File: config.mk
export PLATFORM = sky130hd
export DESIGN_NAME = fir_serial_sym_sequencer
export DESIGN_NICKNAME = d
export VERILOG_FILES = /design/src/rtl/fir_serial_sym_sequencer.sv
export SDC_FILE = /design/constraint.sdc
export NUM_CORES = 2
export LEC_CHECK = 0
export ABC_AREA = 0
export BUFFER_PORTS_ARGS = -buffer_cell sky130_fd_sc_hd__buf_4
export CORE_MARGIN = 2
export CORE_UTILIZATION = 53
export DETAILED_ROUTE_END_ITERATION = 10
export MAX_ROUTING_LAYER = met4
export PLACE_DENSITY = 0.69
export RECOVER_POWER = 100
export SETUP_SLACK_MARGIN = 0.15
export SYNTH_ARGS = -nofsm -noshare
export SYNTH_HDL_FRONTEND = slang
export SYNTH_SLANG_ARGS = --single-unit
File: constraint.sdc
create_clock -name clk -period 20.1 [get_ports clk]
set_clock_uncertainty 0.05 [all_clocks]
set_input_delay 4.02 -clock clk [delete_from_list [all_inputs] [get_ports clk]]
set_output_delay 4.02 -clock clk [all_outputs]
set_load 0.05 [all_outputs]
File: src/rtl/fir_serial_sym_sequencer.sv
// Serial symmetric/anti-symmetric FIR: one pre-adder, one multiplier and one
// accumulator are time-shared over the folded tap pairs under a small FSM.
//
// state   | meaning
// --------+-------------------------------------------------------------
// S_IDLE  | ready for a sample; accept shifts the delay line, k := 0
// S_MAC   | issue folded tap index k = 0..M-1, one per cycle
// S_DRAIN | 3 cycles to flush the pre-add, multiply and accumulate stages
// S_OUT   | dout/valid_out registered on entry, back to S_IDLE
module fir_serial_sym_sequencer #(
  parameter int INPUT_WIDTH = 16,
  parameter int COEFF_WIDTH = 8,
  parameter int NUM_TAPS    = 37,
  parameter int SYMMETRY    = 0,
  parameter logic signed [COEFF_WIDTH-1:0] COEFFS [NUM_TAPS] = '{
    8'sd8,   8'sd6,   8'sd0,   -8'sd7,  -8'sd10, -8'sd8,  8'sd0,   8'sd10,
    8'sd16,  8'sd12,  8'sd0,   -8'sd16, -8'sd24, -8'sd16, 8'sd0,   8'sd40,
    8'sd80,  8'sd103, 8'sd127, 8'sd103, 8'sd80,  8'sd40,  8'sd0,   -8'sd16,
    -8'sd24, -8'sd16, 8'sd0,   8'sd12,  8'sd16,  8'sd10,  8'sd0,   -8'sd8,
    -8'sd10, -8'sd7,  8'sd0,   8'sd6,   8'sd8},
  parameter int OUTPUT_WIDTH_FULL = INPUT_WIDTH + COEFF_WIDTH + 1 + $clog2((NUM_TAPS + 1) / 2),
  parameter int OUTPUT_WIDTH      = 26
) (
  input  logic                           clk,
  input  logic                           rst,
  input  logic                           valid_in,
  output logic                           ready_in,
  input  logic signed [INPUT_WIDTH-1:0]  din,
  output logic                           valid_out,
  output logic signed [OUTPUT_WIDTH-1:0] dout,
  output logic                           busy
);

  localparam int M   = (NUM_TAPS + 1) / 2;
  localparam int KW  = (M > 1) ? $clog2(M) : 1;
  localparam int PAW = INPUT_WIDTH + 1;
  localparam int PW  = INPUT_WIDTH + COEFF_WIDTH + 1;
  localparam int FW  = OUTPUT_WIDTH_FULL;
  localparam bit ODD = (NUM_TAPS % 2) == 1;

  typedef enum logic [1:0] {S_IDLE, S_MAC, S_DRAIN, S_OUT} state_t;

  state_t                        state_q, state_d;
  logic [KW-1:0]                 k_q, k_d;
  logic [1:0]                    drain_q, drain_d;
  logic                          accept;
  logic                          issue;
  logic                          load_out;

  logic signed [INPUT_WIDTH-1:0] dl_q [NUM_TAPS];
  logic signed [INPUT_WIDTH-1:0] sel_a, sel_b;
  logic signed [COEFF_WIDTH-1:0] coef_sel, coef_q;
  logic                          centre;
  logic signed [PAW-1:0]         pre_d, pre_q;
  logic                          pre_vld_q, pre_first_q;
  logic signed [PW-1:0]          mul_d, mul_q;
  logic                          mul_vld_q, mul_first_q;
  logic signed [FW-1:0]          mul_ext, acc_q;
  logic signed [OUTPUT_WIDTH-1:0] dout_conv, dout_q;
  logic                          valid_out_q;

  always_comb begin
    state_d = state_q;
    k_d     = k_q;
    drain_d = drain_q;
    accept  = 1'b0;
    case (state_q)
      S_IDLE: begin
        if (valid_in) begin
          accept  = 1'b1;
          k_d     = '0;
          state_d = S_MAC;
        end
      end
      S_MAC: begin
        if (k_q == KW'(M - 1)) begin
          drain_d = 2'd2;
          state_d = S_DRAIN;
        end else begin
          k_d = k_q + 1'b1;
        end
      end
      S_DRAIN: begin
        if (drain_q == 2'd0) state_d = S_OUT;
        else drain_d = drain_q - 2'd1;
      end
      S_OUT:   state_d = S_IDLE;
      default: state_d = S_IDLE;
    endcase
  end

  assign issue    = (state_q == S_MAC);
  assign load_out = (state_q == S_DRAIN) && (drain_q == 2'd0);
  assign ready_in = (state_q == S_IDLE);
  assign busy     = (state_q != S_IDLE);

  // The centre tap of an odd-length filter has no partner and is never doubled.
  always_comb begin
    sel_a    = '0;
    sel_b    = '0;
    coef_sel = '0;
    centre   = 1'b0;
    pre_d    = '0;
    for (int i = 0; i < M; i++) begin
      if (k_q == KW'(i)) begin
        sel_a    = dl_q[i];
        sel_b    = dl_q[NUM_TAPS-1-i];
        coef_sel = COEFFS[i];
        centre   = ODD && (i == M - 1);
      end
    end
    if (centre)             pre_d = PAW'(sel_a);
    else if (SYMMETRY == 1) pre_d = PAW'(sel_a) - PAW'(sel_b);
    else                    pre_d = PAW'(sel_a) + PAW'(sel_b);
  end

  assign mul_d   = PW'(pre_q) * PW'(coef_q);
  assign mul_ext = FW'(mul_q);

  generate
    if (OUTPUT_WIDTH <= FW) begin : g_trunc
      assign dout_conv = acc_q[FW-1 -: OUTPUT_WIDTH];
    end else begin : g_sext
      assign dout_conv = OUTPUT_WIDTH'(acc_q);
    end
  endgenerate

  always_ff @(posedge clk) begin
    if (!rst) begin
      state_q     <= S_IDLE;
      k_q         <= '0;
      drain_q     <= '0;
      for (int i = 0; i < NUM_TAPS; i++) dl_q[i] <= '0;
      pre_q       <= '0;
      coef_q      <= '0;
      pre_vld_q   <= 1'b0;
      pre_first_q <= 1'b0;
      mul_q       <= '0;
      mul_vld_q   <= 1'b0;
      mul_first_q <= 1'b0;
      acc_q       <= '0;
      dout_q      <= '0;
      valid_out_q <= 1'b0;
    end else begin
      state_q <= state_d;
      k_q     <= k_d;
      drain_q <= drain_d;
      if (accept) begin
        dl_q[0] <= din;
        for (int i = 1; i < NUM_TAPS; i++) dl_q[i] <= dl_q[i-1];
      end
      pre_q       <= pre_d;
      coef_q      <= coef_sel;
      pre_vld_q   <= issue;
      pre_first_q <= issue && (k_q == '0);
      mul_q       <= mul_d;
      mul_vld_q   <= pre_vld_q;
      mul_first_q <= pre_first_q;
      // First product of a computation loads; later ones accumulate.
      if (mul_vld_q) acc_q <= mul_first_q ? mul_ext : acc_q + mul_ext;
      valid_out_q <= load_out;
      if (load_out) dout_q <= dout_conv;
    end
  end

  assign valid_out = valid_out_q;
  assign dout      = dout_q;

endmodule

* After elaboration in Yosys (flattened, before gate mapping)
Memory sizes are Yosys's and may differ from the RTL's.
Index checks and enable logic that the tools add are counted.
** Cells by class
- Bitwise operators :: 38
- Reductions and logical operators :: 12
- Add/sub/neg operators :: 4
- Muxes and demuxes :: 112
- Multipliers :: 1
- Equality and inequality tests :: 26
** Operators with widths (count)
- $mux W16 :: 75
- $mux W8 :: 13
- $eq A5 B4 Y1 const B :: 8
- $or A1 B1 Y1 :: 37
- $mux W7 :: 5
- $add A30 B25 Y30 :: 1
- $mux W30 :: 1
- $mul A17 B8 Y25 :: 1
- $eq A5 B3 Y1 const B :: 4
- $add A16 B16 Y17 :: 1
- $mux W17 :: 1
- $eq A5 B5 Y1 const B :: 3
- $eq A5 B2 Y1 const B :: 2
- $mux W5 :: 2
- $pmux W5 S2 :: 1
- $reduce_and A3 Y1 :: 3
- $mux W2 :: 4
- $pmux W2 S4 :: 1
- $mux W1 :: 7
- $ne A2 B2 Y1 const B :: 3
- $reduce_bool A2 Y1 :: 3
- $reduce_or A6 Y1 :: 1
- $add A5 B1 Y5 const B :: 1
- $eq A5 B1 Y1 const B :: 1
- 10 further kinds :: 14
** Storage, ports and cells
- Output and inout port bits :: 29
- Logic and storage cells :: 208
- Bits in writable memories :: 592
- Memories kept :: 1
- Input bits :: 19
- Bits in registers :: 120
** Memories
- dl_q :: words 37, bits a word 16, rd ports 37, clocked after Yosys merged registers in 0, write ports 37, line 50 : logic signed [INPUT_WIDTH-1:0] dl_q [NUM_TAPS];

* Longest topological paths before layout
- Depth in word-level cells :: 22
- Depth in mapped cells :: 25
- Gate-level depth less buffers :: 23

* Least setup slack after synthesis
No wires, ideal clock.
- Path kind :: input port to flip-flop
- Start :: input port rst
- End :: memory dl_q[0][0], enable pin
- Setup time :: 4.206 ns
- Setup slack :: 1.571 ns
- Stages on the path :: 4
- Arrival :: 14.273 ns
- Buffers on the path :: 3
- Data required time :: 15.844 ns
- Cells stage by stage :: clkbuf_1 > clkbuf_1 > clkbuf_1 > nand2_1
** RTL lines
- from (decl) :: line 25 : input logic rst,
- to (decl) :: line 50

==> flow_metrics.env <==
export IMPL_netlist_area_sq_um=37490
export IMPL_power_uw=4722
export IMPL_postSynthCellCount=3355
export IMPL_core_sq_um=70030
export IMPL_hold_buffers=0
export IMPL_cts_htree_levels=3
export IMPL_dieWidth_microns=269.9
export IMPL_cts_tree="yes"
export IMPL_initial_core_util=0.5353
export IMPL_clkSinkCount=712
export IMPL_yosysUniqueCellTypes=72
export IMPL_outcome="finished with violations"
export IMPL_reg2reg_slack_ns=12.43
export IMPL_end_kind="flop"
export IMPL_place_hpwl_mm=59.36
export IMPL_arrival_ns=12.56
export IMPL_irDropWorstVdd_uv=68.92
export IMPL_post_cts_resized=0
export IMPL_cts_buffer_depth=3
export IMPL_slew_headroom=-1.774
export IMPL_ys_ff_latch=712
export IMPL_dieArea_sq_um=72870
export IMPL_via_count=26106
export IMPL_met2_usage=0.4197
export IMPL_avgViaCountPerCell=6.043
export IMPL_cts_setup_buffers=0
export IMPL_track_usage=0.2607
export IMPL_root_buffer="clkbuf_16"
export IMPL_wl_per_cell_microns=21.31
export IMPL_pin_count=48
export IMPL_cp_required_ns=19.91
export IMPL_row_count=97
export IMPL_met3_usage=0.03796
export IMPL_cp_num_buf_inv=3
export IMPL_cap_viol_max_count=7
export IMPL_max_freq_ghz=0.07843
export IMPL_cts_made_buffers=75
export IMPL_grt_setup_unrepaired="no"
export IMPL_yosys_warnings=0
export IMPL_initialDrtViolationCount=2634
export IMPL_dr_pass1_iters=6
export IMPL_synthArstFlopShare=0
export IMPL_crit_family="buffers and inverters"
export IMPL_postRouteAntennaNets=0
export IMPL_crit_chain="clkbuf_1 > nand2_1 > buf_4 > clkbuf_1"
export IMPL_seq_area_frac_synth=0.5383
export IMPL_cpMostUsedCell="clkbuf_1"
export IMPL_grt_busiest_layer="met2"
export IMPL_setup_viol_count_final=0
export IMPL_area_growth_pct=9.349
export IMPL_port_buffers=47
export IMPL_worstPathMaxFanout=88
export IMPL_period_share=0.6343
export IMPL_tns_ns=0
export IMPL_grt_met1_usage=0.3427
export IMPL_crit_path_top_delay_cell="nand2_1"
export IMPL_grt_overflow_total=0
export IMPL_grt_pass1_wl_mm=146.8
export IMPL_holdCritPathClass="flop to flop"
export IMPL_drive_gt1_frac=0.05919
export IMPL_finalCriticalPeriod_ns=12.75
export IMPL_synth_edff_count=592
export IMPL_slew_violations=567
export IMPL_hold_viol_final=0
export IMPL_clk_pin_slew_ns=0.06
export IMPL_dieHeight_microns=269.9
export IMPL_synth_main_ff_cell="edfxtp_1"
export IMPL_postSynthAreaPerCell_sq_um=11.17
export IMPL_grt_pass1_vias=26263
export IMPL_antenna_found_initial=1
export IMPL_grt_max_degree=313
export IMPL_leakage_uw=0.01554
export IMPL_clk_latency_ns=0.63
export IMPL_critPathLaunchType="primary input"
export IMPL_syn_nets=3586
export IMPL_crit_path_max_incr_delay_ns=3.22
export IMPL_route_detailed_drc=0
export IMPL_drt_total_wl_mm=92.06
export IMPL_critical_path_class="primary input to flop"
export IMPL_powerDensity_nw_per_um2=115.2
export IMPL_layout_nets=3552
export IMPL_worstMarginPinSlew_ns=4.161
export IMPL_gp_congestion=0.8671
export IMPL_violations="max-capacitance violations, max-slew violations"
==> where the power goes <==
part	switching, uW	internal [uW]	leakage (uW)
Sequential	224	2050	0.00738
Combinational	660	368	0.00694
Clock	593	822	0.00123
==> layer usage <==
layer | up-vias | part of all wire
li1 | 11924 | -
met5 | - | 0
met1 | 12977 | 0.42
met3 | 204 | 0.066
met4 | 0 | 0.033
met2 | 1001 | 0.48
==> metrics by stage <==
step                  util  cell area [sq um]  hold slack [ns]  setup WS (ns)  std cells
CTS                 0.5874              41130           0.3854          13.18       4319
detailed placement  0.5518              38640           0.3728          12.53       4184
finish              0.5853              40990           0.3839          7.350       4320
floorplan                -              37490           0.3619          1.571       3355
global route        0.5853              40990           0.4080          6.497       4320
global placement    0.5518              38640           0.3653          12.61       4184
==> worst paths after layout <==
kind | start | to | cells past startpoint
hold reg to reg | pre_vld_q | mul_vld_q | 1
setup / recovery | rst | dl_q[3][22] | 4
setup reg to reg | state_q[1] | dl_q[0][38] | 6
hold / removal | pre_vld_q | mul_vld_q | 1
==> cell usage after synthesis, types with 20 or more instances <==
| cell | number | area (sq um) |
|---|---|---|
| nor3_1 | 35 | 175.2 |
| ha_1 | 101 | 1264 |
| nand3_1 | 54 | 270.3 |
| clkbuf_1 | 187 | 701.9 |
| a21oi_1 | 133 | 665.6 |
| a31oi_1 | 43 | 269.0 |
| a21o_1 | 22 | 165.2 |
| nand2b_1 | 36 | 225.2 |
| xnor2_1 | 40 | 350.3 |
| and2_1 | 680 | 4254 |
| edfxtp_1 | 592 | 17780 |
| dfxtp_1 | 120 | 2402 |
| nor2b_1 | 20 | 125.1 |
| nor2_1 | 183 | 686.9 |
| o221ai_1 | 34 | 297.8 |
| o21ai_1 | 72 | 360.4 |
| fa_1 | 111 | 2222 |
| nand2_1 | 251 | 942.2 |
| a221oi_1 | 86 | 753.2 |
| o22ai_1 | 35 | 219.0 |
| inv_1 | 159 | 596.8 |
| o211ai_1 | 30 | 225.2 |
| a211oi_1 | 22 | 165.2 |
| o21ai_0 | 57 | 285.3 |
| and3_1 | 23 | 143.9 |
==> flip-flops by register name (all words and copies together), names as in the netlist <==
register / cells
acc_q: 30
coef_q: 8
dl_q: 592
dout: 26
drain_q: 2
k_q: 5
mul_first_q: 1
mul_q: 25
mul_vld_q: 1
pre_first_q: 1
pre_q: 17
pre_vld_q: 1
state_q: 2
valid_out: 1
==> cells by family after synthesis <==
family,after synthesis,share of synthesized area
compound gates,687,0.1271
xor+xnor,54,0.01262
fa+ha+maj,212,0.09299
buf+inv,365,0.03742
flops,712,0.5383
mux,5,0.001369
simple gates,1320,0.1902
==> placed cells by master (no fill, tap or decap), types with 9 or more instances in the layout <==
master / instances
xor2_1: 14
nand2_1: 251
a222oi_1: 18
a211o_1: 16
ha_1: 100
nand3_1: 54
o22ai_1: 35
nor2_1: 178
a221oi_1: 86
edfxtp_1: 592
o311ai_1: 17
a31oi_1: 43
and2_1: 420
dfxtp_1: 120
clkinv_2: 16
o21ai_0: 58
o221ai_1: 34
or3_1: 10
xnor2_1: 40
nor2b_1: 19
o21a_1: 10
clkbuf_1: 43
o21bai_1: 9
a2111o_1: 14
fa_1: 111
a21oi_1: 133
a211oi_1: 21
o211ai_1: 30
buf_4: 57
and3_1: 23
inv_1: 160
a21o_1: 22
and2_0: 260
a22oi_1: 18
clkbuf_16: 78
o21ai_1: 70
nand2b_1: 36
nor3_1: 34
==> layout make-up <==
| class | instances | area (sq um) |
|---|---|---|
| Antenna cell | 1 | 2.502 |
| Clock buffer | 92 | 2052 |
| Clock inverter | 43 | 440.4 |
| Fill cell | 5784 | 29040 |
| Inverter | 161 | 604.3 |
| Multi-Input combinational cell | 2278 | 15960 |
| Sequential cell | 712 | 20180 |
| Tap cell | 940 | 1176 |
| Timing Repair Buffer | 93 | 579.3 |
==> worst reg2reg max path: stages, from the launching register on <==
cell	delay (ns)
dfxtp_1	0.31
inv_1	0.10
ha_1	0.34
nand2_1	0.27
nand2_1	2.09
clkbuf_1	3.08
buf_4	1.02
(Power assumes the default switching activity.)
